## src/rtl/bin_2_gray.sv

```systemverilog
// Binary-to-Gray converter with a capture register, Gray decode of the
// captured value and a flag for single-bit Gray steps between captures.
module bin_2_gray #(
    parameter int WIDTH = 4
) (
    input  logic             clk,
    input  logic             rst_n,
    input  logic [WIDTH-1:0] b,
    input  logic             en,
    output logic [WIDTH-1:0] g,
    output logic [WIDTH-1:0] g_q,
    output logic [WIDTH-1:0] b_q,
    output logic [WIDTH-1:0] b_dec,
    output logic             valid,
    output logic             step1
);

    logic             have_prev;
    logic [WIDTH-1:0] g_diff;

    assign g      = b ^ (b >> 1);
    assign g_diff = g ^ g_q;

    // Each decoded bit is the XOR of g_q from that bit up to the MSB.
    always_comb begin
        b_dec = '0;
        for (int i = 0; i < WIDTH; i++) begin
            b_dec[i] = ^(g_q >> i);
        end
    end

    always_ff @(posedge clk or negedge rst_n) begin
        if (!rst_n) begin
            g_q       <= '0;
            b_q       <= '0;
            valid     <= 1'b0;
            step1     <= 1'b0;
            have_prev <= 1'b0;
        end else if (en) begin
            g_q       <= g;
            b_q       <= b;
            valid     <= 1'b1;
            have_prev <= 1'b1;
            step1     <= have_prev & $onehot(g_diff);
        end else begin
            valid     <= 1'b0;
        end
    end

endmodule

```

## config.mk

```make
export PLATFORM = sky130hd
export DESIGN_NAME = bin_2_gray
export DESIGN_NICKNAME = d
export VERILOG_FILES = /design/src/rtl/bin_2_gray.sv
export SDC_FILE = /design/constraint.sdc
export NUM_CORES = 1
export LEC_CHECK = 0
export ABC_AREA = 1
export CAP_MARGIN = 25
export CORE_MARGIN = 4
export CORE_UTILIZATION = 38
export CTS_CLUSTER_DIAMETER = 200
export DETAILED_ROUTE_END_ITERATION = 10
export GPL_TIMING_DRIVEN = 0
export MAX_ROUTING_LAYER = met4
export PLACE_DENSITY = 0.73
export RECOVER_POWER = 100
export SETUP_SLACK_MARGIN = 0.02
export SLEW_MARGIN = 20
export SYNTH_ARGS = -nofsm -noshare
export SYNTH_HDL_FRONTEND = slang
export SYNTH_SLANG_ARGS = --single-unit
```

## constraint.sdc

```tcl
create_clock -name clk -period 1.7 [get_ports clk]
set_input_delay 0.425 -clock clk [delete_from_list [all_inputs] [get_ports clk]]
set_output_delay 0.425 -clock clk [all_outputs]
set_load 0.05 [all_outputs]
```

==> out/metrics.cfg <==
[outcome]
status=complete, but fails checks
violations=negative setup slack

[timing]
fin_ws_ns=-0.134
worstMarginPinSlew_ns=0.509
relSlewSlack_pct=66.2
slew_viol_final=0
rsz0062_at_grt=yes
tns_ns=-0.228
finalCriticalPeriod_ns=1.83
final.period_utilization_pct=108
finClkSkew_ns=0.000965
fmax_mhz=545
setup_violations=3
hold_violations=0

[floorplan]
num_rows=14
ios=25
die_x_um=49.6
core_area_sq_um=1580
die_height_um=49.6
die_area_sq_um=2460
initial_utilization_pct=41.7

[route]
drtPass1Iterations=4
via_per_inst=5.22
antenna_left=0
wl_um=1820
wl_per_cell_um=12.4
drtIter0Drc=22
vias=762
drc=0

[clock_tree]
cts_tree=built
numCtsBuffers=3
clockBufferDepth=2
h-tree-depth=1
clk_pin_slew_worst_paths_ns=0.07
insertion_delay_ns=0.27
cts_root_buf=clkbuf_4
postCtsHoldBufs=0
cts_sinks=10

[setup_path]
critPathSlowestCell=fa_1
worstPathMaxFanout=3
r2r_cells=9
crit_end=step1
start_kind=register
r2r_start=g_q[1]
setup.worst_path.class=register to register
crit_path_cell_trace=inv_4 -> nand3_2 -> nand2_1 -> inv_1 -> fa_1 -> ha_2 -> ha_4 -> nand3b_1 -> o21ai_2
reg2reg_slack_ns=-0.13
cp_data_required_time_ns=1.91
startpoint=g_q[1]
timing.rr.end=step1
worstSetupEndpointType=register
cp.arrival_ns=2.04
crit_path_max_incr_delay_ns=0.45

[finish]
fill_cells=145
num-nets-final=141
antenna_cells=0
final_cell_count_no_fill=146
area_growth_pct=65.7
drive_gt1_share_pct=48.5

[synthesis]
synth-seq-cells=10
async_flop_share_pct=100
synth_fp_nets=104
synth_top_area_share_pct=38.1
synthFlopType=dfrtp_1
synth_top_area_cell=dfrtp_1
synthTopCellsByArea=dfrtp_1 (38%), nand2_1 (23%), nand3_1 (6.9%)
synth_edf_count=0
ys_warn_count=0
synth_cells=94
yosysMostFrequentCell=nand2_1
synth_commonest_cells=nand2_1 (41), dfrtp_1 (10), nand3_1 (9)
avgSynthCellArea_sq_um=6.99
post_synth_num_cell_types=14
netlist_area_sq_um=657
synth_seq_area_share_pct=38.1

[global_route]
grtUsageTotal_pct=16.8
grt_overflow_total=0
grt_max_degree=11
grt_pass1_vias=768
grt_pass1_wl_um=3150
antenna_found_initial=0

[power]
p_leak_nw=0.573
netSwitchingFraction_pct=44.5
intPower_mw=0.607
p_switching_mw=0.486
peakVddDrop_mv=0.665
p_comb_share_pct=52.8
p_seq_share_pct=26.7
p_per_area_nw_per_um2=1000
p_clk_share_pct=20.6
total_power_mw=1.09

[place]
place_congestion=0.774
hpwl_um=1250
dpl.cell_count=134
port-buffer-count=24

[hold_path]
hold_path.class=input pin to register
worstHoldPathCells=3

[run]
maxCapViolCount=0

==> placed cells by master, fill, tap and decap left out <==
cell type	netlist	routed
buf_6	0	6
dlygate4sd2_1	0	7
dfrtp_1	10	6
ha_4	0	1
fa_1	1	1
o21ai_2	0	1
buf_4	4	9
o21ai_0	7	7
nand2_4	0	2
nand2_1	41	29
clkbuf_8	0	1
nand2_2	4	14
buf_2	0	1
nand3_2	0	1
nand3_1	9	8
buf_8	0	2
nand3b_1	1	1
inv_2	5	3
clkdlybuf4s15_2	0	4
ha_2	0	1
inv_1	7	4
clkbuf_4	0	4
inv_4	0	5
clkbuf_2	0	4
dlygate4sd3_1	0	2
xor2_1	1	1
or2_1	1	1
dfrtp_2	0	4
==> worst max-delay path, delay by kind of cell, from the launching register on <==
| kind | cells | cell delay [ns] |
|---|---|---|
| AO/OA/AOI/OAI | 1 | 0.13 |
| adder cells (fa/ha/maj) | 3 | 0.81 |
| buffers and inverters | 2 | 0.12 |
| flip-flops | 1 | 0.44 |
| AND/OR/NAND/NOR | 3 | 0.27 |
==> per-layer routing <==
metal	global-route usage (%)	routed length, um
met5	-	0
met4	10.6	51
met3	1.81	102
met2	29.3	949
met1	17.9	714
==> state kept, by name, summed over array words and instances (netlist names) <==
name	cells
g_q	3
step1	1
b_q	4
have_prev	1
valid	1
==> stage by stage <==
step / utilization (%) / area [sq um] / hold WS, ns / worst slack, ns
final: 69.0 / 1090 / 0.471 / -0.134
after floorplan: - / 702 / 0.129 / -0.212
after detailed placement: 61.0 / 962 / 0.472 / -0.878
after CTS: 64.0 / 1010 / 0.469 / -0.154
after global placement: 61.0 / 962 / 0.450 / -0.845
after global routing: 69.0 / 1090 / 0.488 / -0.197
==> power groups by stage <==
stage	Clock [mW]	Sequential [mW]	Combinational, mW
6_report	0.225	0.292	0.577
5_1_grt	0.246	0.297	0.622
3_5_place_dp	0	0.298	0.517
4_1_cts	0.228	0.291	0.521
2_1_floorplan	0	0.395	0.255
3_3_place_gp	0	0.297	0.506
==> worst min-delay path by stage <==
stage	start	to	slack (ns)
5_1_grt	b[0]	b_q[0]	0.49
4_1_cts	b[0]	b_q[0]	0.47
2_1_floorplan	rst_n	b_q[0]	0.13
3_3_place_gp	have_prev	have_prev	0.45
6_report	b[0]	b_q[0]	0.47
3_5_place_dp	b_q[1]	b_q[1]	0.47
==> cells by family (layout without fill, tap and decap cells) <==
logic type	Yosys count	in the layout	synth area share, %
flip-flops	10	10	38.1
adder cells (fa/ha/maj)	3	3	6.86
buffers and inverters	16	52	11.4
AO/OA/AOI/OAI	8	8	6.09
XOR/XNOR	1	1	1.33
AND/OR/NAND/NOR	56	56	36.2
==> final cells by class <==
type | count | area, sq um | share of cell area (%)
Inverter | 12 | 57.6 | 5.29
Sequential cell | 10 | 255 | 23.4
Tap cell | 16 | 20.0 | 1.84
Timing Repair Buffer | 32 | 294 | 27.0
Clock buffer | 4 | 36.3 | 3.33
Multi-Input combinational cell | 68 | 395 | 36.3
Buffer | 4 | 30.0 | 2.76
==> timing repair <==
action | 4_1_cts | 5_1_grt
hold endpoints to repair | 0 | 0
resized for setup | 78 | 25
pin swaps | 2 | 7
buffers inserted | 5 | 3
cloned | 0 | 0
endpoints found under the setup margin | 19 | 6
Power figures use the tool's default switching activity.
